<file path="src/rtl/cpu_defs_pkg.sv">
// Shared definitions for the MIPS32 core: fetch FSM encodings, IF/ID record,
// NOP encoding and the opcode/funct values decoded by the ID-stage control unit.
package cpu_defs_pkg;

    typedef enum logic [1:0] {
        FETCH_IDLE = 2'd0,
        FETCH_RUN  = 2'd1,
        FETCH_HALT = 2'd2
    } fetch_state_e;

    localparam logic [31:0] NOP_INSTR = 32'h0000_0000;

    localparam logic [5:0] OP_RTYPE = 6'h00;
    localparam logic [5:0] OP_J     = 6'h02;
    localparam logic [5:0] OP_JAL   = 6'h03;
    localparam logic [5:0] OP_BEQ   = 6'h04;
    localparam logic [5:0] OP_BNE   = 6'h05;
    localparam logic [5:0] OP_ADDI  = 6'h08;
    localparam logic [5:0] OP_LW    = 6'h23;
    localparam logic [5:0] OP_SW    = 6'h2B;
    localparam logic [5:0] FN_JR    = 6'h08;

    typedef struct packed {
        logic [31:0] instr;
        logic [31:0] pc_plus4;
        logic        valid;
    } if_id_t;

    localparam if_id_t IF_ID_BUBBLE = '{instr: NOP_INSTR, pc_plus4: 32'h0, valid: 1'b0};

    typedef struct packed {
        logic [5:0] opcode;
        logic [4:0] rs;
        logic [4:0] rt;
        logic [5:0] funct;
    } instr_fields_t;

    function automatic instr_fields_t decode_fields(input logic [31:0] instr);
        decode_fields = '{opcode: instr[31:26], rs: instr[25:21],
                          rt: instr[20:16], funct: instr[5:0]};
    endfunction

endpackage

</file>
<file path="src/rtl/instr_fetch_stage_if.sv">
// Instruction-memory bus plus ID-stage stall/redirect and the IF/ID register outputs.
// master = fetch stage, slave = memory / ID stage side.
interface instr_fetch_stage_if
    import cpu_defs_pkg::*;
#(
    parameter int IM_ADDR_W = 10
);
    logic [IM_ADDR_W-1:0] IM_Addr;
    logic [31:0]          IM_Data;
    logic                 ID_stall;
    logic                 redirect;
    logic [31:0]          redirect_target;
    logic [31:0]          IF_ID_Instruction;
    logic [31:0]          IF_ID_PCPlus4;
    logic                 IF_ID_Valid;
    instr_fields_t        IF_ID_Fields;

    modport master (
        output IM_Addr, IF_ID_Instruction, IF_ID_PCPlus4, IF_ID_Valid, IF_ID_Fields,
        input  IM_Data, ID_stall, redirect, redirect_target
    );

    modport slave (
        input  IM_Addr, IF_ID_Instruction, IF_ID_PCPlus4, IF_ID_Valid, IF_ID_Fields,
        output IM_Data, ID_stall, redirect, redirect_target
    );
endinterface

</file>
<file path="src/rtl/fetch_perf_counters.sv">
// Per-core scoring counters: cycles spent running and instructions accepted into IF/ID.
module fetch_perf_counters (
    input  logic        Clk,
    input  logic        Rst,
    input  logic        cycle_en_i,
    input  logic        fetch_en_i,
    output logic [31:0] cycle_count_o,
    output logic [31:0] fetch_count_o
);
    logic [31:0] cycle_q;
    logic [31:0] fetch_q;

    // NOTE: state registers use non-blocking assignments so every flop samples
    // the pre-edge values; reset is synchronous and sits inside the clocked block.
    always_ff @(posedge Clk) begin
        if (Rst) begin
            cycle_q <= 32'h0;
            fetch_q <= 32'h0;
        end else begin
            if (cycle_en_i) cycle_q <= cycle_q + 32'd1;
            if (fetch_en_i) fetch_q <= fetch_q + 32'd1;
        end
    end

    assign cycle_count_o = cycle_q;
    assign fetch_count_o = fetch_q;
endmodule

</file>
<file path="src/rtl/instr_fetch_stage.sv">
// IF stage with PC, next-PC mux, IF/ID pipeline register and start/halt FSM
// for one core of the multicore MIPS32 processor.
module instr_fetch_stage
    import cpu_defs_pkg::*;
#(
    parameter logic [31:0] RESET_PC   = 32'h0000_0000,
    parameter int          IM_ADDR_W  = 10,
    parameter logic [31:0] HALT_INSTR = 32'hFFFF_FFFF
) (
    input  logic                Clk,
    input  logic                Rst,
    input  logic                start,
    instr_fetch_stage_if.master bus,
    output logic [31:0]         PC,
    output logic                running,
    output logic                halted,
    output logic [31:0]         cycle_count,
    output logic [31:0]         fetch_count
);
    fetch_state_e state_q;
    logic         running_q;
    logic         halted_q;
    logic [31:0]  pc_q, pc_d;
    if_id_t       if_id_q, if_id_d;

    logic        in_run;
    logic        is_halt_word;
    logic        accept;
    logic [31:0] pc_plus4;

    assign in_run       = (state_q == FETCH_RUN);
    assign is_halt_word = (bus.IM_Data == HALT_INSTR);
    assign pc_plus4     = pc_q + 32'd4;
    assign accept       = in_run && !bus.ID_stall && !bus.redirect && !is_halt_word;

    // Stall outranks redirect: branch operands are not ready while ID stalls.
    // NOTE: every output of this block is given a default first so no latch is inferred.
    always_comb begin
        pc_d    = pc_q;
        if_id_d = IF_ID_BUBBLE;
        if (in_run) begin
            if (bus.ID_stall) begin
                if_id_d = if_id_q;
            end else if (bus.redirect) begin
                pc_d = bus.redirect_target & ~32'h3;
            end else if (!is_halt_word) begin
                pc_d    = pc_plus4;
                if_id_d = '{instr: bus.IM_Data, pc_plus4: pc_plus4, valid: 1'b1};
            end
        end
    end

    always_ff @(posedge Clk) begin
        if (Rst) begin
            state_q   <= FETCH_IDLE;
            running_q <= 1'b0;
            halted_q  <= 1'b0;
            pc_q      <= RESET_PC;
            if_id_q   <= IF_ID_BUBBLE;
        end else begin
            pc_q    <= pc_d;
            if_id_q <= if_id_d;
            case (state_q)
                FETCH_IDLE: begin
                    if (start) begin
                        state_q   <= FETCH_RUN;
                        running_q <= 1'b1;
                    end
                end
                FETCH_RUN: begin
                    if (!bus.ID_stall && !bus.redirect && is_halt_word) begin
                        state_q   <= FETCH_HALT;
                        running_q <= 1'b0;
                        halted_q  <= 1'b1;
                    end
                end
                FETCH_HALT: ;
                default: begin
                    state_q   <= FETCH_IDLE;
                    running_q <= 1'b0;
                    halted_q  <= 1'b0;
                end
            endcase
        end
    end

    fetch_perf_counters u_perf (
        .Clk           (Clk),
        .Rst           (Rst),
        .cycle_en_i    (in_run),
        .fetch_en_i    (accept),
        .cycle_count_o (cycle_count),
        .fetch_count_o (fetch_count)
    );

    assign bus.IM_Addr           = pc_q[IM_ADDR_W+1:2];
    assign bus.IF_ID_Instruction = if_id_q.instr;
    assign bus.IF_ID_PCPlus4     = if_id_q.pc_plus4;
    assign bus.IF_ID_Valid       = if_id_q.valid;
    assign bus.IF_ID_Fields      = decode_fields(if_id_q.instr);

    assign PC      = pc_q;
    assign running = running_q;
    assign halted  = halted_q;
endmodule

</file>
<file path="src/flat_wrapper.sv">
// flat-port wrapper written by rule: the top's interface ports become plain ports
module instr_fetch_stage_flat import cpu_defs_pkg::*;
#(
    parameter logic [31:0] RESET_PC   = 32'h0000_0000,
    parameter int          IM_ADDR_W  = 10,
    parameter logic [31:0] HALT_INSTR = 32'hFFFF_FFFF
)
  (Clk, Rst, start, PC, running, halted, cycle_count, fetch_count, bus_IM_Addr, bus_IF_ID_Instruction, bus_IF_ID_PCPlus4, bus_IF_ID_Valid, bus_IF_ID_Fields, bus_IM_Data, bus_ID_stall, bus_redirect, bus_redirect_target);
  instr_fetch_stage_if #(.IM_ADDR_W(IM_ADDR_W)) bus_i ();
  input  logic Clk;
  input  logic Rst;
  input  logic start;
  output logic [31:0] PC;
  output logic running;
  output logic halted;
  output logic [31:0] cycle_count;
  output logic [31:0] fetch_count;
  output wire logic [$bits(bus_i.IM_Addr)-1:0] bus_IM_Addr;
  output wire logic [$bits(bus_i.IF_ID_Instruction)-1:0] bus_IF_ID_Instruction;
  output wire logic [$bits(bus_i.IF_ID_PCPlus4)-1:0] bus_IF_ID_PCPlus4;
  output wire logic [$bits(bus_i.IF_ID_Valid)-1:0] bus_IF_ID_Valid;
  output wire logic [$bits(bus_i.IF_ID_Fields)-1:0] bus_IF_ID_Fields;
  input wire logic [$bits(bus_i.IM_Data)-1:0] bus_IM_Data;
  input wire logic [$bits(bus_i.ID_stall)-1:0] bus_ID_stall;
  input wire logic [$bits(bus_i.redirect)-1:0] bus_redirect;
  input wire logic [$bits(bus_i.redirect_target)-1:0] bus_redirect_target;
  assign bus_IM_Addr = bus_i.IM_Addr;
  assign bus_IF_ID_Instruction = bus_i.IF_ID_Instruction;
  assign bus_IF_ID_PCPlus4 = bus_i.IF_ID_PCPlus4;
  assign bus_IF_ID_Valid = bus_i.IF_ID_Valid;
  assign bus_IF_ID_Fields = bus_i.IF_ID_Fields;
  assign bus_i.IM_Data = bus_IM_Data;
  assign bus_i.ID_stall = bus_ID_stall;
  assign bus_i.redirect = bus_redirect;
  assign bus_i.redirect_target = bus_redirect_target;
  instr_fetch_stage #(.RESET_PC(RESET_PC), .IM_ADDR_W(IM_ADDR_W), .HALT_INSTR(HALT_INSTR)) u_core (.Clk(Clk), .Rst(Rst), .start(start), .bus(bus_i), .PC(PC), .running(running), .halted(halted), .cycle_count(cycle_count), .fetch_count(fetch_count));
endmodule
</file>
<file path="config.mk">
export PLATFORM = sky130hd
export DESIGN_NAME = instr_fetch_stage_flat
export DESIGN_NICKNAME = d
export VERILOG_FILES = /design/src/rtl/cpu_defs_pkg.sv /design/src/rtl/instr_fetch_stage_if.sv /design/src/rtl/fetch_perf_counters.sv /design/src/rtl/instr_fetch_stage.sv /design/src/flat_wrapper.sv
export SDC_FILE = /design/constraint.sdc
export NUM_CORES = 1
export LEC_CHECK = 0
export CAP_MARGIN = 20
export CELL_PAD_IN_SITES_DETAIL_PLACEMENT = 1
export CELL_PAD_IN_SITES_GLOBAL_PLACEMENT = 1
export CORE_ASPECT_RATIO = 0.9
export CORE_MARGIN = 2
export CORE_UTILIZATION = 33
export DETAILED_ROUTE_END_ITERATION = 16
export PLACE_DENSITY = 0.8
export SLEW_MARGIN = 20
export SYNTH_ARGS = -nofsm -noshare
export SYNTH_HDL_FRONTEND = slang
export SYNTH_SLANG_ARGS = --single-unit
export TNS_END_PERCENT = 20
</file>
<file path="constraint.sdc">
create_clock -name Clk -period 3.2 [get_ports Clk]
set_clock_uncertainty 0.1 [all_clocks]
set_input_delay 0.8 -clock Clk [delete_from_list [all_inputs] [get_ports Clk]]
set_output_delay 0.8 -clock Clk [all_outputs]
set_load 0.02 [all_outputs]
</file>
# Word-level counts from Yosys, hierarchy flattened
# Cells that the tools add are included.
# word_totals
ff_bits	165
input_bits	69
output_inout_bits	195
word_cells	48
# op_classes
addsub	3
n_eq_ne	6
mux	12
bitwise	4
n_reduce_logical	14
# ops
operator	n
65-bit 2-to-1 mux	2
32-bit by 1-bit adder with 32-bit output (second input constant)	2
32-bit 2-to-1 mux	2
32-bit by 3-bit adder with 32-bit output (second input constant)	1
32-bit == test (second input constant)	1
2-bit inequality test (second input constant)	3
2-bit case mux with 3 select lines	1
3-bit AND reduction	2
1-bit logical AND	5
2-bit 2-to-1 mux	2
1-bit NOT	4
2-bit OR reduction	2
1-bit zero test	3
1-bit 2-to-1 mux	3
1-bit case mux with 3 select lines	1
2-bit by 1-bit == test with 1-bit output (second input constant)	1
2-bit == test (second input constant)	1
2-bit zero test	1
1-bit case mux with 2 select lines	1
2-bit AND reduction	1

# Depth between registers and ports, before layout
# depth
word_depth	5
depth_mapped	8

# Hierarchy
# Synthesis repeated with hierarchy kept, for this count alone.
# unflattened
cells_unflattened	901
area_unflattened_um2	7754.9
# by_module_without_submodules
module	instances	cells_each	area_each_um2
instr_fetch_stage	1	548	4742.0
fetch_perf_counters	1	353	3012.9

# Worst setup path after synthesis
# No wires, ideal clock.
# synth_timing
path_kind	input port to flip-flop
start	input port bus_ID_stall
end	register u_core.u_perf.fetch_q[26] (netlist: u_core.u_perf.fetch_count_o[26])
t_arrival_ns	2.583
required_time_ns	3.030
slack_ns	0.447
path_stages	7
n_path_buf	2
cell_sequence	buf_6 > or3b_1 > buf_2 > nand2b_4 > a2111o_1 > or4_1 > a21oi_1
# synth_via
elab_chain_len	4
# synth_rtl
item	line_no	rtl
start: declaration	flat_wrapper.sv:24	input wire logic [$bits(bus_i.ID_stall)-1:0] bus_ID_stall;
1-bit zero test	instr_fetch_stage.sv:34	assign accept = in_run && !bus.ID_stall && !bus.redirect && !is_halt_word;
1-bit logical AND (3 in a row)	instr_fetch_stage.sv:34	
end signal: assignment	fetch_perf_counters.sv:21	if (fetch_en_i) fetch_q <= fetch_q + 32'd1;
end: declaration	fetch_perf_counters.sv:11	logic [31:0] fetch_q;
# No other way between the ends.
# A chain may end at the register's enable or synchronous reset.

# Worst setup path after layout
# layout_timing
start	input port bus_IM_Data[28]
end	register u_core.pc_q[11] (netlist: u_core.PC[11])
# layout_via
elab_chain_len	3
# layout_rtl
item	line_no	rtl
start: declaration	flat_wrapper.sv:23	input wire logic [$bits(bus_i.IM_Data)-1:0] bus_IM_Data;
32-bit == test	instr_fetch_stage.sv:32	assign is_halt_word = (bus.IM_Data == HALT_INSTR);
2-bit inequality test (no source line)	-	
3-bit AND reduction (no source line)	-	
end signal: assignment	instr_fetch_stage.sv:61	pc_q <= pc_d;
end: declaration	instr_fetch_stage.sv:23	logic [31:0] pc_q, pc_d;
# No other way between the ends.

==> results.py <==
metrics = {
    "die": {
        "ios": 264,
        "start_util": 0.338,
        "core-area_sq_um": 22600,
        "die_w_microns": 164,
        "rows": 52,
        "dieArea_sq_um": 24400,
        "die_h_microns": 148,
    },
    "worst_setup_path": {
        "critPathMaxStageDelay_ns": 0.84,
        "path_depth": 7,
        "crit_path_max_fanout": 9,
        "critPathTopFamily": "compound AO/OA/AOI/OAI gates",
        "critPathCaptureType": "flop",
        "cp_slowest_cell": "a31oi_1",
        "startpoint_type": "input pin",
        "required_ns": 3.42,
        "path_buf_inv": 2,
        "critPathArrivalTime_ns": 3.10,
        "r2r_cells": 6,
        "criticalPathCategory": "in2reg",
        "crit_chain": "clkdlybuf4s50_1 > nand4_1 > nor4_2 > buf_4 > a31oi_1 > o21ai_0 > a32o_1",
    },
    "synth": {
        "ys_seq_elements": 162,
        "synth_top_cell_by_area": "dfxtp_1",
        "yosys-top-cells-area": "dfxtp_1, a22o_1, xnor2_1, nand2_1, buf_4",
        "seq_area_frac_synth": 0.424,
        "ys_types": 57,
        "synth_cells": 898,
        "synth_common_cells": "dfxtp_1, nand2_1, nor2_1",
        "avgSynthCellArea_sq_um": 8.51,
        "netlist.area_leader.share": 0.424,
        "yosys_warnings": 0,
        "synthArstFlopShare": 0,
        "synth_edf_count": 0,
        "synthFlopType": "dfxtp_1",
        "synth.cell_area_sq_um": 7640,
        "yosysMostFrequentCell": "dfxtp_1",
    },
    "clock_network": {
        "cts_tree": "done",
        "cts_max_path_buffers": 2,
        "post_cts_buffers": 0,
        "post_cts_resized": 0,
        "clk_transition_reported_paths_ns": 0.07,
        "cts-root-buf": "clkbuf_16",
        "htree_levels": 4,
        "clkSinkCount": 162,
        "clock_latency_ns": 0.43,
        "postCtsHoldBufs": 0,
        "cts_inserted_buffers": 17,
    },
    "timing": {
        "whs_ns": 0.342,
        "finalCritPeriodShare": 0.900,
        "slew_violations": 0,
        "final_hold_viol_count": 0,
        "timing.fmax_ghz": 0.347,
        "setup-violations-final": 0,
        "final.min_clock_period_ns": 2.88,
        "worst_slew_pin_slew_ns": 1.04,
        "rsz0062_at_grt": "no",
        "max_slew_margin": 0.304,
    },
    "route": {
        "drc": 0,
        "met3_length_microns": 1940,
        "vias": 7792,
        "drt_iter0_drc": 498,
        "ant_nets": 0,
        "wl_per_cell_microns": 19.6,
        "top_layer": "met4",
        "wl_met1_microns": 12200,
        "dr.pass1.iters": 5,
        "wirelength_microns": 28200,
        "wl_met2_microns": 13600,
        "via_per_inst": 5.43,
    },
    "pwr": {
        "power_w": 0.00440,
        "pwr-share-comb": 0.091,
        "seq_power_share": 0.473,
        "clkPwrFrac": 0.437,
        "ir_drop_mv": 0.363,
        "p_leak_nw": 3.63,
        "swShare": 0.259,
        "switchingPower_w": 0.00114,
        "p_int_w": 0.00326,
        "power_density_nw_per_um2": 400,
    },
    "placed_design": {
        "io_buffers": 259,
        "dp_hpwl_microns": 20900,
        "gp_congestion": 0.824,
    },
    "cells_and_area": {
        "final_nets": 1195,
        "syn_to_final_growth_pct": 43.9,
        "drive_above_1_share": 0.0792,
    },
    "global_routing": {
        "grt_pass1_vias": 7776,
        "grt_antenna_before_repair": 2,
        "overflow": 0,
        "grt_max_degree": 54,
        "grt_pass1_wl_microns": 43100,
        "grt.total_usage": 0.225,
    },
    "flow_run": {
        "maxCapViolCount": 0,
    },
    "hold_path": {
        "hold-path-cell-count": 2,
        "hp-class": "reg2reg",
    },
    "run_status": {
        "status": "finished, final reports clean",
    },
}
[final cells by class]
type / instances / area [sq um]
antenna: 2 / 5.00
clock buffer: 19 / 443
clock inverter: 13 / 101
fill: 2620 / 11600
inverter: 21 / 78.8
multi-input combinational: 621 / 3830
sequential: 162 / 3240
tap: 297 / 372
timing repair buffer: 300 / 2930
[sequential cells by signal, summed over array words and instances, names as in the netlist]
signal and cells:
u_core.state_q 2, u_core.PC 30, u_core.halted 1, u_core.u_perf.cycle_count_o 32, u_core.u_perf.fetch_count_o 32, u_core.bus.IF_ID_Instruction 32
u_core.bus.IF_ID_PCPlus4 31, u_core.running 1, u_core.bus.IF_ID_Valid 1
[power groups by stage]
stage,clock network (W),logic (W),registers [W]
after floorplan,0,0.000157,0.00214
after global placement,0,0.000392,0.00212
after detailed placement,0,0.000397,0.00212
after CTS,0.00197,0.000399,0.00208
after global routing,0.00207,0.000425,0.00208
final,0.00192,0.000398,0.00208
[cells by family after synthesis]
group / after synthesis / share of synthesized area
other cells: 1 / 0.000491
buf+inv: 116 / 0.0758
mux: 6 / 0.00835
xor+xnor: 57 / 0.0653
flops: 162 / 0.424
simple gates: 339 / 0.230
compound gates: 214 / 0.191
fa+ha+maj: 3 / 0.00491
[stage by stage]
| stage | utilization | TNS (ns) | cells | instance area, sq um | setup WS, ns |
|---|---|---|---|---|---|
| floorplan | - | 0 | 899 | 7650 | 0.447 |
| global placement | 0.461 | -0.912 | 1401 | 10400 | -0.0312 |
| detailed placement | 0.461 | -0.464 | 1401 | 10400 | -0.0521 |
| CTS | 0.486 | 0 | 1433 | 11000 | 0.366 |
| global route | 0.486 | 0 | 1435 | 11000 | 0.234 |
| finish | 0.486 | 0 | 1435 | 11000 | 0.320 |
[path summary, 6_finish.rpt]
check | slack (ns) | start | endpoint
worst max register to register | 0.75 | u_core.PC[6] | u_core.PC[31]
worst min register to register | 0.34 | u_core.bus.IF_ID_Valid | u_core.bus.IF_ID_Valid
worst min-delay path | 0.34 | u_core.bus.IF_ID_Valid | u_core.bus.IF_ID_Valid
worst max-delay path | 0.32 | bus_IM_Data[28] | u_core.PC[11]
[placed cells by master, fill, tap and decap left out, types with 19 or more instances in the layout]
cell type,instances
inv_1,21
a22o_1,40
dfxtp_1,162
nor2_1,70
nor4_1,19
buf_4,38
nand3_1,39
o21ai_0,50
xnor2_1,37
a21oi_1,51
clkdlybuf4s50_1,257
nor3_1,24
nand4_1,28
xor2_1,20
nand2_1,79
[worst register-to-register path: cells and delay by family, from the launching register on]
family,cells,cell delay [ns]
buf+inv,1,0.20
compound gates,1,0.24
simple gates,3,0.88
flops,1,0.62
mux,1,0.33
[layer usage]
layer,GRT usage,vias to the layer above
met5,0,-
met2,0.384,262
met4,0.0643,0
met1,0.281,3804
met3,0.0580,26
li1,-,3700
No activity file was read; power rests on OpenSTA's default activity.
